===== config.mk =====
export PLATFORM = sky130hd
export DESIGN_NAME = neuron_accumulator
export DESIGN_NICKNAME = d
export VERILOG_FILES = /design/src/rtl/neuron_accumulator_pkg.sv /design/src/rtl/saturate_shift.sv /design/src/rtl/neuron_accumulator.sv
export SDC_FILE = /design/constraint.sdc
export NUM_CORES = 1
export LEC_CHECK = 0
export BUFFER_PORTS_ARGS = -buffer_cell sky130_fd_sc_hd__buf_2
export CAP_MARGIN = 20
export CORE_MARGIN = 2
export CORE_UTILIZATION = 55
export CTS_BUF_LIST = sky130_fd_sc_hd__clkbuf_4
export DETAILED_ROUTE_END_ITERATION = 16
export PLACE_DENSITY = 0.73
export REMOVE_ABC_BUFFERS = 1
export SETUP_SLACK_MARGIN = 0.4
export SLEW_MARGIN = 20
export SYNTH_ARGS = -nofsm -noshare
export SYNTH_HDL_FRONTEND = slang
export SYNTH_SLANG_ARGS = --single-unit

===== constraint.sdc =====
create_clock -name clk -period 6.9 [get_ports clk]
set_clock_uncertainty 0.2 [all_clocks]
set_input_delay 0.345 -clock clk [delete_from_list [all_inputs] [get_ports clk]]
set_output_delay 0.345 -clock clk [all_outputs]
set_load 0.02 [all_outputs]

===== src/rtl/neuron_accumulator_pkg.sv =====
// Shared fixed-point definitions for the neuron datapath: Q format, mask width,
// accumulator guard bits and the accumulator FSM state encoding.
package neuron_accumulator_pkg;

  localparam int Q_INT         = 8;
  localparam int Q_FRAC        = 8;
  localparam int Q_SIZE        = Q_INT + Q_FRAC;
  localparam int ACT_MASK_SIZE = 4;
  localparam int ACC_GUARD     = 8;

  typedef enum logic [1:0] {
    IDLE   = 2'd0,
    ACCUM  = 2'd1,
    OUTPUT = 2'd2
  } state_e;

endpackage


===== src/rtl/saturate_shift.sv =====
// Combinational rescale of a wide accumulator back to Q_INT.Q_FRAC: floor shift
// by Q_FRAC, then clip to the signed Q_SIZE range and flag the clip.
module saturate_shift
  import neuron_accumulator_pkg::*;
#(
  parameter int ACC_W = 2 * Q_SIZE + ACC_GUARD
) (
  input  logic [ACC_W-1:0]  acc_i,
  output logic [Q_SIZE-1:0] out_x_o,
  output logic              out_sat_o
);

  localparam int TOP = Q_FRAC + Q_SIZE - 1;

  logic [ACC_W-1:TOP] head_s;
  logic               unused_frac_s;

  assign head_s        = acc_i[ACC_W-1:TOP];
  assign unused_frac_s = ^acc_i[Q_FRAC-1:0];

  // Dropping the low bits of a two's-complement value is a floor; the result fits iff every bit from TOP up agrees
  always_comb begin
    out_x_o   = acc_i[TOP:Q_FRAC];
    out_sat_o = 1'b0;
    if ((&head_s) || !(|head_s)) begin
      out_x_o   = acc_i[TOP:Q_FRAC];
      out_sat_o = 1'b0;
    end else if (acc_i[ACC_W-1]) begin
      out_x_o   = {1'b1, {(Q_SIZE-1){1'b0}}};
      out_sat_o = 1'b1;
    end else begin
      out_x_o   = {1'b0, {(Q_SIZE-1){1'b1}}};
      out_sat_o = 1'b1;
    end
  end

endmodule


===== src/rtl/neuron_accumulator.sv =====
// Streams (x, w) pairs for one neuron through a registered multiplier into a guarded
// accumulator seeded with the bias, then hands the rescaled result to the activation stage.
module neuron_accumulator
  import neuron_accumulator_pkg::*;
#(
  parameter int MAX_LEN   = 256,
  parameter int ACC_GUARD = neuron_accumulator_pkg::ACC_GUARD,
  parameter int LEN_W     = $clog2(MAX_LEN + 1)
) (
  input  logic                     clk,
  input  logic                     reset,
  input  logic                     start,
  input  logic [LEN_W-1:0]         length,
  input  logic [Q_SIZE-1:0]        bias,
  input  logic [ACT_MASK_SIZE-1:0] mask_in,
  input  logic                     in_valid,
  output logic                     in_ready,
  input  logic [Q_SIZE-1:0]        in_x,
  input  logic [Q_SIZE-1:0]        in_w,
  output logic                     out_valid,
  input  logic                     out_ready,
  output logic [Q_SIZE-1:0]        out_x,
  output logic [ACT_MASK_SIZE-1:0] out_mask,
  output logic                     out_sat,
  output logic                     busy
);

  localparam int PROD_W = 2 * Q_SIZE;
  localparam int ACC_W  = PROD_W + ACC_GUARD;

  state_e                   state_q;
  logic [LEN_W-1:0]         length_q;
  logic [LEN_W-1:0]         count_q;
  logic [ACT_MASK_SIZE-1:0] mask_q;
  logic [ACC_W-1:0]         acc_q;
  logic [PROD_W-1:0]        prod_q;
  logic                     prod_valid_q;
  logic                     out_valid_q;
  logic [Q_SIZE-1:0]        out_x_q;
  logic [ACT_MASK_SIZE-1:0] out_mask_q;
  logic                     out_sat_q;

  logic                     in_hs_s;
  logic [ACC_W-1:0]         bias_ext_s;
  logic [ACC_W-1:0]         prod_ext_s;
  logic [PROD_W-1:0]        prod_d;
  logic [Q_SIZE-1:0]        sat_x_s;
  logic                     sat_s;

  assign in_ready   = (state_q == ACCUM) && (count_q < length_q);
  assign in_hs_s    = in_valid && in_ready;
  assign busy       = (state_q != IDLE);
  assign bias_ext_s = {{(ACC_W-Q_SIZE-Q_FRAC){bias[Q_SIZE-1]}}, bias, {Q_FRAC{1'b0}}};
  assign prod_ext_s = {{ACC_GUARD{prod_q[PROD_W-1]}}, prod_q};
  assign prod_d     = $signed({{Q_SIZE{in_x[Q_SIZE-1]}}, in_x})
                    * $signed({{Q_SIZE{in_w[Q_SIZE-1]}}, in_w});

  assign out_valid = out_valid_q;
  assign out_x     = out_x_q;
  assign out_mask  = out_mask_q;
  assign out_sat   = out_sat_q;

  saturate_shift #(.ACC_W(ACC_W)) u_sat (
    .acc_i    (acc_q),
    .out_x_o  (sat_x_s),
    .out_sat_o(sat_s)
  );

  // Neuron FSM with the product pipeline, accumulator and output register
  always_ff @(posedge clk or posedge reset) begin
    if (reset) begin
      state_q      <= IDLE;
      length_q     <= '0;
      count_q      <= '0;
      mask_q       <= '0;
      acc_q        <= '0;
      prod_q       <= '0;
      prod_valid_q <= 1'b0;
      out_valid_q  <= 1'b0;
      out_x_q      <= '0;
      out_mask_q   <= '0;
      out_sat_q    <= 1'b0;
    end else begin
      case (state_q)
        IDLE: begin
          if (start) begin
            state_q      <= ACCUM;
            length_q     <= length;
            mask_q       <= mask_in;
            acc_q        <= bias_ext_s;
            count_q      <= '0;
            prod_valid_q <= 1'b0;
          end
        end
        ACCUM: begin
          if (in_hs_s) begin
            prod_q  <= prod_d;
            count_q <= count_q + LEN_W'(1);
          end
          prod_valid_q <= in_hs_s;
          if (prod_valid_q) begin
            acc_q <= acc_q + prod_ext_s;
          end
          // Leave only once the last product has drained into acc
          if ((count_q == length_q) && !prod_valid_q) begin
            state_q     <= OUTPUT;
            out_x_q     <= sat_x_s;
            out_sat_q   <= sat_s;
            out_mask_q  <= mask_q;
            out_valid_q <= 1'b1;
          end
        end
        OUTPUT: begin
          if (out_ready) begin
            out_valid_q <= 1'b0;
            state_q     <= IDLE;
          end
        end
        default: begin
          state_q     <= IDLE;
          out_valid_q <= 1'b0;
        end
      endcase
    end
  end

endmodule


# Word-level counts from Yosys, hierarchy flattened
# Index checks and enable logic that the tools add are counted.
[totals] register_bits=119 out_inout_bits=24 elab_cells=61
[op_classes] n_addsub=2 n_mul=1 order_cmp=1 n_eq_ne=8 mux=18 bitwise_logic=1 reduce_logical=19
[ops] cell="2-to-1 mux 40 bit" n=2
[ops] cell="one-hot mux 40 bit (2 select lines)" n=1
[ops] cell="adder 40 bit" n=1
[ops] cell="multiplier 16 x 16 -> 32 bit" n=1
[ops] cell="2-to-1 mux 16 bit" n=2
[ops] cell="2-to-1 mux 9 bit" n=2
[ops] cell="one-hot mux 9 bit (2 select lines)" n=1
[ops] cell="AND reduction 17 bit" n=1
[ops] cell="OR reduction 17 bit" n=1
[ops] cell="AND reduction 3 bit" n=4
[ops] cell="adder 9 x 1 -> 9 bit (second input constant)" n=1
[ops] cell="equality test 9 bit" n=1
[ops] cell="less-than comparator 9 bit" n=1
[ops] cell="!= test 2 bit (second input constant)" n=4
[ops] cell="AND reduction 2 bit" n=4
[ops] cell="2-to-1 mux 2 bit" n=3
[ops] cell="one-hot mux 2 bit (3 select lines)" n=1
[ops] cell="2-to-1 mux 1 bit" n=4
[ops] cell="nonzero test 2 bit" n=2
[ops] cell="logical AND 1 bit" n=3
[ops] cell="one-hot mux 1 bit (3 select lines)" n=1
[ops] cell="equality test 2 x 1 -> 1 bit (second input constant)" n=1
[ops] cell="equality test 2 bit (second input constant)" n=1
[ops] cell="zero test 1 bit" n=2
[ops] cell="5 further kinds" n=5

# Longest topological paths before layout
# Gate-level depths: netlist of the first run.
[logic_depth] depth_word=5 depth_mapped=26 ltp_nobuf=25

# Hierarchy
# A second synthesis of the first run with hierarchy kept.
[unflattened] hier_cells=1841 hier_area_um2=16842.4
[modules_own_cells] mod="neuron_accumulator" instances=1 cells_each=1810 area_each_um2=16578.4 seq_area_each_um2=2977.9
[modules_own_cells] mod="saturate_shift" instances=1 cells_each=31 area_each_um2=264.0 seq_area_each_um2=0.0

# Worst setup path before layout of the first run
# Ideal clock, no wire load.
[synth_timing] path_type="in2reg" startpoint="in in_x[7]" endpoint="reg prod_q[31]" setup_ns=0.129 arrival_time_ns=6.076 required_ns=6.571 path_slack_ns=0.494 path_stages=24 path_buffers=1 path_cell_list="clkbuf_1 > nand2_1 > fa_1 > inv_1 > fa_1 > inv_1 > fa_1 > inv_1 > fa_1 > fa_1 > inv_1 > fa_1 > inv_1 > ha_1 > a21o_1 > a21o_1 > a211o_1 > o211ai_1 > a31oi_1 > a2111oi_0 > o21ai_0 > a31oi_1 > xnor2_1 > o21ai_1"
[synth_between] elab_chain_len=1
[synth_lines] item="start, declared" line_no="neuron_accumulator.sv:18" rtl="input logic [Q_SIZE-1:0] in_x,"
[synth_lines] item="multiplier 16 x 16 -> 32 bit" line_no="neuron_accumulator.sv:56" rtl="* $signed({{Q_SIZE{in_w[Q_SIZE-1]}}, in_w});"
[synth_lines] item="end signal, assigned" line_no="neuron_accumulator.sv:97" rtl="prod_q <= prod_d;"
[synth_lines] item="end, declared" line_no="neuron_accumulator.sv:36" rtl="logic [PROD_W-1:0] prod_q;"
# No other way between the ends.
# A chain may end at the register's enable or synchronous reset.

# Worst setup path in the final report of the first run
[layout_timing] startpoint="in in_w[10]" endpoint="reg prod_q[30]"
[layout_between] elab_chain_len=1
[layout_lines] item="start, declared" line_no="neuron_accumulator.sv:19" rtl="input logic [Q_SIZE-1:0] in_w,"
[layout_lines] item="multiplier 16 x 16 -> 32 bit" line_no="neuron_accumulator.sv:56"
# No other way between the ends.

==> results of run 1 <==
[through the flow]
| step | utilization, % | instances |
|---|---|---|
| detailed placement | 59.1 | 2301 |
| floorplan | - | 1793 |
| global route | 61.1 | 2362 |
| global placement | 59.1 | 2301 |
| CTS | 61.0 | 2360 |
| finish | 61.1 | 2362 |
[path summary, 6_finish.rpt]
| check | to | from |
|---|---|---|
| setup / recovery | prod_q[30] | in_w[10] |
| hold / removal | prod_q[0] | in_w[0] |
| setup reg to reg | acc_q[38] | acc_q[0] |
| hold reg to reg | acc_q[0] | acc_q[0] |
| max in group asynchronous | acc_q[20] | reset |
| min in group asynchronous | prod_q[9] | reset |
[repair_timing]
item / in CTS / in global routing
endpoints found under the hold margin: 74 / 0
gates resized for setup: 0 / 1
hold buffers: 30 / 0
setup endpoints to repair: 0 / 2
[cells by family (layout without fill, tap and decap cells)]
family / count (synthesis) / after routing / synth area share, %
other: 0 / 2 / 0
buffers and inverters: 401 / 510 / 9.04
multiplexers: 7 / 7 / 0.458
XOR/XNOR: 74 / 74 / 3.89
adder cells (fa/ha/maj): 394 / 394 / 41.5
AND/OR/NAND/NOR: 555 / 555 / 15.7
flip-flops: 119 / 119 / 17.9
AO/OA/AOI/OAI: 311 / 311 / 11.5
[tightest hold or removal path, delay by kind of cell]
family / cells / cell delay, ns
buffers and inverters: 1 / 0.20
AOI/OAI and AO/OA: 1 / 0.08
and+or+nand+nor: 1 / 0.13
[cells in the mapped netlist (2+ instances only)]
master and instances:
sky130_fd_sc_hd__a211oi_1 6, sky130_fd_sc_hd__xor2_1 30, sky130_fd_sc_hd__or4_1 3, sky130_fd_sc_hd__fa_1 263, sky130_fd_sc_hd__inv_1 333, sky130_fd_sc_hd__nor4_1 9, sky130_fd_sc_hd__nand3b_1 2, sky130_fd_sc_hd__a21boi_0 2
sky130_fd_sc_hd__dfrtp_1 119, sky130_fd_sc_hd__nand3_1 25, sky130_fd_sc_hd__a21o_1 26, sky130_fd_sc_hd__buf_1 4, sky130_fd_sc_hd__o21ai_0 117, sky130_fd_sc_hd__a211o_1 2, sky130_fd_sc_hd__nor2b_1 8, sky130_fd_sc_hd__o21ai_1 7
sky130_fd_sc_hd__mux2i_1 2, sky130_fd_sc_hd__nand2_1 269, sky130_fd_sc_hd__and3_1 7, sky130_fd_sc_hd__mux2_2 5, sky130_fd_sc_hd__or3_1 4, sky130_fd_sc_hd__a21oi_1 80, sky130_fd_sc_hd__o221a_2 3, sky130_fd_sc_hd__nand2b_1 11
sky130_fd_sc_hd__a31oi_1 16, sky130_fd_sc_hd__o211ai_1 7, sky130_fd_sc_hd__a311o_1 2, sky130_fd_sc_hd__o31ai_1 2, sky130_fd_sc_hd__xnor2_1 44, sky130_fd_sc_hd__o41a_4 2, sky130_fd_sc_hd__o21a_1 9, sky130_fd_sc_hd__and2_1 122
sky130_fd_sc_hd__nand4_1 12, sky130_fd_sc_hd__nor3_1 15, sky130_fd_sc_hd__nor2_1 59, sky130_fd_sc_hd__a2111oi_0 2, sky130_fd_sc_hd__clkbuf_1 64, sky130_fd_sc_hd__o21bai_1 11, sky130_fd_sc_hd__ha_1 131, sky130_fd_sc_hd__or2_2 2
sky130_fd_sc_hd__and4_1 2
[registers in the layout, summed over array words and instances, names as in the netlist]
signal / flops
acc_q: 40
prod_q: 32
out_x: 16
count_q: 9
length_q: 9
mask_q: 4
out_mask: 4
state_q: 2
out_sat: 1
out_valid: 1
prod_valid_q: 1
[per-layer routing]
metal | global-route usage (%) | wire (um) | vias up
met1 | 33.7 | 16200 | 6476
li1 | - | - | 6079
met5 | 0 | 0 | -
met3 | 2.96 | 1670 | 75
met4 | 8.03 | 1020 | 0
met2 | 44.3 | 19200 | 340
[area by class of cell]
| type | count | area [sq um] | share of cell area, % |
|---|---|---|---|
| diodes | 2 | 5.00 | 0.0276 |
| clock buffers | 18 | 135 | 0.745 |
| clock inverters | 11 | 135 | 0.745 |
| repair buffers | 148 | 963 | 5.31 |
| inverters | 333 | 1250 | 6.90 |
| multi-input cells | 1341 | 12200 | 67.2 |
| well taps | 390 | 488 | 2.69 |
| flip-flops and latches | 119 | 2980 | 16.4 |
==> impl_metrics.ini, run 1 <==
[job]
cap_viol_max_count = 0

[clocking]
cts.root.buffer_cell = sky130_fd_sc_hd__clkbuf_4
postCtsSetupRepairBufs = 0
cts.reportedPaths.clkPinSlew_ns = 0.09
clock_path_buffers = 2
clock-sinks = 119
tritoncts.num_buffers = 17
depth_of_the_cts_h_tree = 4
clock_insertion_delay_worst_skew_ns = 0.55
tritoncts_clock_tree = done

[final_layout]
mostFrequentLayoutCells = 332 x sky130_fd_sc_hd__inv_1, 269 x sky130_fd_sc_hd__nand2_1, 263 x sky130_fd_sc_hd__fa_1, 131 x sky130_fd_sc_hd__ha_1, 122 x sky130_fd_sc_hd__and2_1
final_common_cell = sky130_fd_sc_hd__inv_1
num-fill-cells = 2589
syn_to_final_growth_pct = 8.94
design_area_sq_um = 18100
final_net_count = 2420
drive_above_1_share_pct = 8.63

[setup_path]
worst-endpoint-required_ns = 7.10
worstPathArrival_ns = 6.39
timing.critical_path.cells = buf_2 > and2_1 > fa_1 > inv_1 > fa_1 > inv_1 > fa_1 > fa_1 > fa_1 > inv_1 > fa_1 > inv_1 > ha_1 > a21oi_1 > o2111a_1 > a31oi_1 > buf_4 > a31oi_1 > o21ai_0 > or4_1 > a31oi_1 > xor2_1 > o21ai_0
worstSetupPathDepth = 23
worst_path_largest_cell_delay_ns = 0.59
path_class = primary input to flip-flop
path_buf_inv = 6
startpoint_type = primary input
sort_of_element_at_the_end_of_the_critical_path = flip-flop
crit_family = adder cells
worst_r2r_path_depth = 12
cp_dominant_cell_by_count = sky130_fd_sc_hd__fa_1
ff2ff_setup_slack_ns = 3.18
critPathMaxFanout = 16
cp_slowest_cell = sky130_fd_sc_hd__fa_1

[placed_design]
port_buffers = 89
detailedPlace.worstSlack_ns = 0.0865
detailedPlacementHpwl_um = 31000
post_dp_cell_area_sq_um = 17600
rd_place_congestion = 0.928

[floorplanning]
floorplan.core_area_sq_um = 29700
initial_core_util_pct = 56.0
dieWidth_um = 178
floorplan.die_area_sq_um = 31700
std_cell_rows = 63
io_pins = 90
floorplan.die.height_um = 178

[logic_synthesis]
synth-warning-count = 0
netlist_top_cells_area = sky130_fd_sc_hd__fa_1 32%, sky130_fd_sc_hd__dfrtp_1 18%, sky130_fd_sc_hd__ha_1 9.8%, sky130_fd_sc_hd__inv_1 7.5%, sky130_fd_sc_hd__nand2_1 6.1%
synth_seq_cells = 119
synth-edff-count = 0
post-synth-top-area-cell = sky130_fd_sc_hd__fa_1
synth.avg_cell_area_sq_um = 8.95
post_synth_inst_count = 1861
synth.yosys.seq_area_share_pct = 17.9
yosys.cell_types.count = 63
synth_async_sr_flop_share_pct = 100
syn-cell-area_sq_um = 16700
synth-main-ff-cell = sky130_fd_sc_hd__dfrtp_1
post-synth-top-area-fraction_pct = 31.6

[min_path]
worst_hold_path_type = primary input to flip-flop
hold-path-cell-count = 3

[global_route]
antenna_found_initial = 2
globalRouteTotalUtil_pct = 25.6
grt-ovfl-total = 0
grt_max_degree = 76
global_route_wire_length_before_repair_um = 64200
grt_pass1_vias = 13500

[run_status]
status = complete, no violations

[timing]
worst_pin_slew_ns = 0.944
fmax_mhz = 161
report.final.slew_viol_count = 0
finalSetupViolations = 0
final_setup_margin_ns = 0.706
finalSetupTns_ns = 0
maxSlewHeadroom_pct = 37.0
finalHoldViolations = 0
worst_hold_margin_ns = 0.0547
fin_crit_ns = 6.19
layout_worst_path_cycle_share_pct = 89.8
rsz0062_at_grt = no

[detailed_routing]
remaining_drc_errors = 0
vias_per_cell = 5.49
wire_per_inst_um = 16.1
dr.pass1.iters = 6
detail_route.iter0.violations = 684
vias = 13000
drt_wl_total_um = 38100
drtAntennaViolNets = 0
Power of run 1 is not shown: default switching activity piles up to over one toggle a cycle in this logic, so the estimate is an artifact.
==> inputs of run 2 (changes only) <==
clock period = 7.45 ns   (was 6.9 ns; I/O delays follow)
==> impl_metrics.ini, run 2 (same netlist as run 1, synthesis figures left out) <==
[run_status]
status = complete, no violations

[setup_path]
worstPathArrival_ns = 6.61
sort_of_element_at_the_end_of_the_critical_path = flip-flop
cp_slowest_cell = sky130_fd_sc_hd__fa_1
path_buf_inv = 5
critPathMaxFanout = 16
timing.critical_path.cells = buf_2 > and2_1 > inv_1 > fa_1 > inv_1 > fa_1 > fa_1 > fa_1 > fa_1 > inv_1 > fa_1 > inv_1 > ha_1 > a21oi_1 > nand2_1 > or3_1 > a31oi_1 > o21ai_0 > or4_1 > a31oi_1 > xor2_1 > o21ai_0
crit_family = adder cells
ff2ff_setup_slack_ns = 3.72
worst_path_largest_cell_delay_ns = 0.81
startpoint_type = primary input
cp_dominant_cell_by_count = sky130_fd_sc_hd__fa_1
worst-endpoint-required_ns = 7.65
path_class = primary input to flip-flop

[final_layout]
syn_to_final_growth_pct = 7.78
max_flop_register = acc_q
area_of_all_sequential_standard_cells_sq_um = 2980
multi_input_gate_area_sq_um = 12200
ant_diodes = 0
final_net_count = 2400
largest_register_ff_count = 40
drive_above_1_share_pct = 7.94
final_common_cell = sky130_fd_sc_hd__inv_1
num-fill-cells = 2565
mostFrequentLayoutCells = 332 x sky130_fd_sc_hd__inv_1, 269 x sky130_fd_sc_hd__nand2_1, 263 x sky130_fd_sc_hd__fa_1, 131 x sky130_fd_sc_hd__ha_1, 122 x sky130_fd_sc_hd__and2_1

[detailed_routing]
drtAntennaViolNets = 0
detail_route.iter0.violations = 836
drt_wl_total_um = 37100
vias = 12800
vias_per_cell = 5.47
dr.pass1.iters = 5
remaining_drc_errors = 0
wire_per_inst_um = 15.8

[clocking]
cts.root.buffer_cell = sky130_fd_sc_hd__clkbuf_4
tritoncts.num_buffers = 17
clock-sinks = 119
cts.reportedPaths.clkPinSlew_ns = 0.11
tritoncts_clock_tree = done
depth_of_the_cts_h_tree = 4
clock_insertion_delay_worst_skew_ns = 0.55
clock_path_buffers = 2

[floorplanning]
io_pins = 90
dieWidth_um = 178
std_cell_rows = 63
floorplan.die.height_um = 178
floorplan.die_area_sq_um = 31700
floorplan.core_area_sq_um = 29700
initial_core_util_pct = 56.0

[timing]
fin_crit_ns = 6.40
finalSetupTns_ns = 0
worst_hold_margin_ns = 0.0730
fmax_mhz = 156
layout_worst_path_cycle_share_pct = 86.0
report.final.slew_viol_count = 0
maxSlewHeadroom_pct = 45.1
finalSetupViolations = 0
worst_pin_slew_ns = 0.824
finalHoldViolations = 0
rsz0062_at_grt = no

[global_route]
global_route_wire_length_before_repair_um = 62500
globalRouteTotalUtil_pct = 24.7
grt_pass1_vias = 13100
antenna_found_initial = 0
grt_max_degree = 68
grt-ovfl-total = 0

[min_path]
worst_hold_path_type = primary input to flip-flop

[placed_design]
rd_place_congestion = 0.907
detailedPlacementHpwl_um = 30000
port_buffers = 89

[job]
cap_viol_max_count = 0
[run 2: cell types whose count changed in the layout (fill, tap and decap cells not counted), sizes merged]
| cell | delta |
|---|---|
| inv | +3 |
| clkinv | +4 |
| clkbuf | -1 |
| buf | -20 |
| bufinv | -3 |
| diode | -2 |
[run 2: layout make-up]
type / instances / area share (%)
Sequential cell: 119 / 16.6
Multi-Input combinational cell: 1341 / 67.9
Clock buffer: 17 / 0.711
Inverter: 333 / 6.98
Tap cell: 390 / 2.72
Clock inverter: 15 / 0.586
Timing Repair Buffer: 128 / 4.53
[run 2: what timing repair did]
item,4_1_cts,5_1_grt
gates resized for setup,0,0
hold buffers,30,0
setup buffers,0,0
endpoints found under the hold margin,86,0
[run 2: final timing paths]
path / from / to / cells after the start
hold reg to reg: mask_q[1] / mask_q[1] / 2
hold / removal: in_x[0] / prod_q[0] / 3
max in group asynchronous: reset / acc_q[16] / 4
min in group asynchronous: reset / prod_q[9] / 3
setup / recovery: in_w[5] / prod_q[30] / 22
setup reg to reg: acc_q[0] / acc_q[36] / 12
[run 2: stage by stage]
step | instance area (sq um) | std cells | setup WS (ns) | utilization [%]
floorplan | 16400 | 1793 | 1.25 | -
global placement | 17400 | 2281 | 0.656 | 58.6
detailed placement | 17400 | 2281 | 0.504 | 58.6
CTS | 17900 | 2343 | 1.09 | 60.4
global route | 17900 | 2343 | 0.673 | 60.4
finish | 17900 | 2343 | 1.05 | 60.4
[run 2: tightest hold or removal path, delay by kind of cell]
| family | cells | cell delay (ns) |
|---|---|---|
| AOI/OAI and AO/OA | 1 | 0.08 |
| and+or+nand+nor | 1 | 0.12 |
| buffers and inverters | 1 | 0.21 |
[run 2: metal layers]
| metal | vias to the layer above | GRT usage [%] | share of wire, % |
|---|---|---|---|
| met2 | 316 | 43.0 | 51 |
| met5 | - | 0 | 0 |
| met1 | 6410 | 32.8 | 42 |
| li1 | 6033 | - | - |
| met4 | 0 | 6.52 | 2.3 |
| met3 | 58 | 2.73 | 4.4 |
Power of run 2 is left out for the same reason.
==> inputs of run 3 (changes only) <==
CORE_UTILIZATION = 40   (was 55)
PLACE_DENSITY = unset   (was 0.73)
SLEW_MARGIN = 0   (was 20)
==> impl_metrics.ini, run 3 (same netlist as run 1, synthesis figures left out) <==
[run_status]
status = complete, no violations

[final_layout]
num-fill-cells = 4034
area_of_all_sequential_standard_cells_sq_um = 2980
largest_register_ff_count = 40
final_net_count = 2401
final_common_cell = sky130_fd_sc_hd__inv_1
drive_above_1_share_pct = 7.99
max_flop_register = acc_q
multi_input_gate_area_sq_um = 12200
mostFrequentLayoutCells = 332 x sky130_fd_sc_hd__inv_1, 269 x sky130_fd_sc_hd__nand2_1, 263 x sky130_fd_sc_hd__fa_1, 131 x sky130_fd_sc_hd__ha_1, 122 x sky130_fd_sc_hd__and2_1
syn_to_final_growth_pct = 9.05

[placed_design]
port_buffers = 89
detailedPlacementHpwl_um = 31300
rd_place_congestion = 0.843

[timing]
rsz0062_at_grt = no
finalSetupTns_ns = 0
worst_pin_slew_ns = 0.802
report.final.slew_viol_count = 0
fmax_mhz = 155
maxSlewHeadroom_pct = 46.5
fin_crit_ns = 6.45
layout_worst_path_cycle_share_pct = 86.6
finalHoldViolations = 0
finalSetupViolations = 0

[setup_path]
sort_of_element_at_the_end_of_the_critical_path = flip-flop
path_class = primary input to flip-flop
worstReg2RegStart = acc_q[0]
ff2ff_setup_slack_ns = 3.64
worst-endpoint-required_ns = 7.65
startpoint_type = primary input
worst_r2r_path_depth = 12
critical_path_start = in_w[5]
critPathMaxFanout = 16
worstPathArrival_ns = 6.66

[clocking]
clock_insertion_delay_worst_skew_ns = 0.54
cts.root.buffer_cell = sky130_fd_sc_hd__clkbuf_4
tritoncts.num_buffers = 17
clock-sinks = 119
cts-resized-gates = 0
cts.reportedPaths.clkPinSlew_ns = 0.14
tritoncts_clock_tree = done
clock_path_buffers = 2
depth_of_the_cts_h_tree = 4

[min_path]
worst_hold_path_type = primary input to flip-flop
hold-path-cell-count = 4
hold_path.startpoint = start

[global_route]
globalRouteTotalUtil_pct = 18.5
met2_usage_pct = 31.5
globalRouteMet3Util_pct = 1.66
grt_pass1_vias = 13100
gr-usage-met1_pct = 25.4
global_route_wire_length_before_repair_um = 65700
grt_max_degree = 68
top_usage_layer = met2
grt-ovfl-total = 0
antenna_found_initial = 1

[floorplanning]
std_cell_rows = 74
io_pins = 90
dieWidth_um = 208
initial_core_util_pct = 40.7
floorplan.die.height_um = 208
floorplan.core_area_sq_um = 40900
floorplan.die_area_sq_um = 43300

[detailed_routing]
wire_per_inst_um = 15.6
drtAntennaViolNets = 0
drt_wl_total_um = 38800
vias_per_cell = 5.11
vias = 12700
dr.pass1.iters = 4
detail_route.iter0.violations = 665
remaining_drc_errors = 0

[job]
cap_viol_max_count = 0
## run 3: changes by cell type in the layout (fill, tap and decap cells not counted), sizes merged
| cell | change |
|---|---|
| buf | +1 |
| bufinv | +1 |
| clkinv | -3 |
| clkinvlp | +1 |
| diode | +1 |
## run 3: timing repair
action,CTS,global route
buffers inserted,0,0
hold buffers,30,0
hold endpoints to repair,88,0
## run 3: layout make-up
| cell class | instances | share of cell area, % |
|---|---|---|
| repair buffers | 129 | 4.52 |
| clock inverters | 14 | 0.710 |
| diodes | 1 | 0.0138 |
| clock buffers | 17 | 0.703 |
| multi-input cells | 1341 | 67.1 |
| inverters | 333 | 6.90 |
| flip-flops and latches | 119 | 16.4 |
| well taps | 532 | 3.67 |
## run 3: stage by stage
| step | instance area (sq um) | instances | hold WS [ns] | util, % | setup slack [ns] |
|---|---|---|---|---|---|
| floorplan | 16400 | 1793 | 0.242 | - | 1.25 |
| global placement | 17600 | 2424 | 0.255 | 43.0 | 0.590 |
| detailed placement | 17600 | 2424 | 0.263 | 43.0 | 0.401 |
| CTS | 18200 | 2485 | 0.0817 | 44.4 | 0.989 |
| global route | 18200 | 2486 | 0.127 | 44.4 | 0.586 |
| finish | 18200 | 2486 | 0.120 | 44.4 | 0.997 |
## run 3: metal layers
layer  vias up  wire (um)
met5         -          0
met4         0        749
li1       6031          -
met1      6380      17600
met2       236      19200
met3        47       1140
## run 3: critical path, cell delays in order
cell and delay (ns):
sky130_fd_sc_hd__buf_2 0.29, sky130_fd_sc_hd__and2_1 0.23, sky130_fd_sc_hd__inv_1 0.07, sky130_fd_sc_hd__fa_1 0.53
sky130_fd_sc_hd__inv_1 0.08, sky130_fd_sc_hd__fa_1 0.79, sky130_fd_sc_hd__fa_1 0.52, sky130_fd_sc_hd__fa_1 0.52
sky130_fd_sc_hd__fa_1 0.49, sky130_fd_sc_hd__inv_1 0.05, sky130_fd_sc_hd__fa_1 0.47, sky130_fd_sc_hd__inv_1 0.05
sky130_fd_sc_hd__ha_1 0.32, sky130_fd_sc_hd__a21o_1 0.20, sky130_fd_sc_hd__nor4_1 0.18, sky130_fd_sc_hd__a31oi_1 0.23
sky130_fd_sc_hd__a2111oi_0 0.63, sky130_fd_sc_hd__o21bai_1 0.19, sky130_fd_sc_hd__a21oi_1 0.22, sky130_fd_sc_hd__xor2_1 0.15
sky130_fd_sc_hd__o21ai_0 0.08
## run 3: worst paths after layout
path / end
max in group asynchronous: acc_q[32]
min in group asynchronous: acc_q[11]
worst max-delay path: prod_q[29]
worst min register to register: out_x[3]
worst max register to register: acc_q[38]
worst min-delay path: mask_q[0]
Power of run 3 is left out for the same reason.
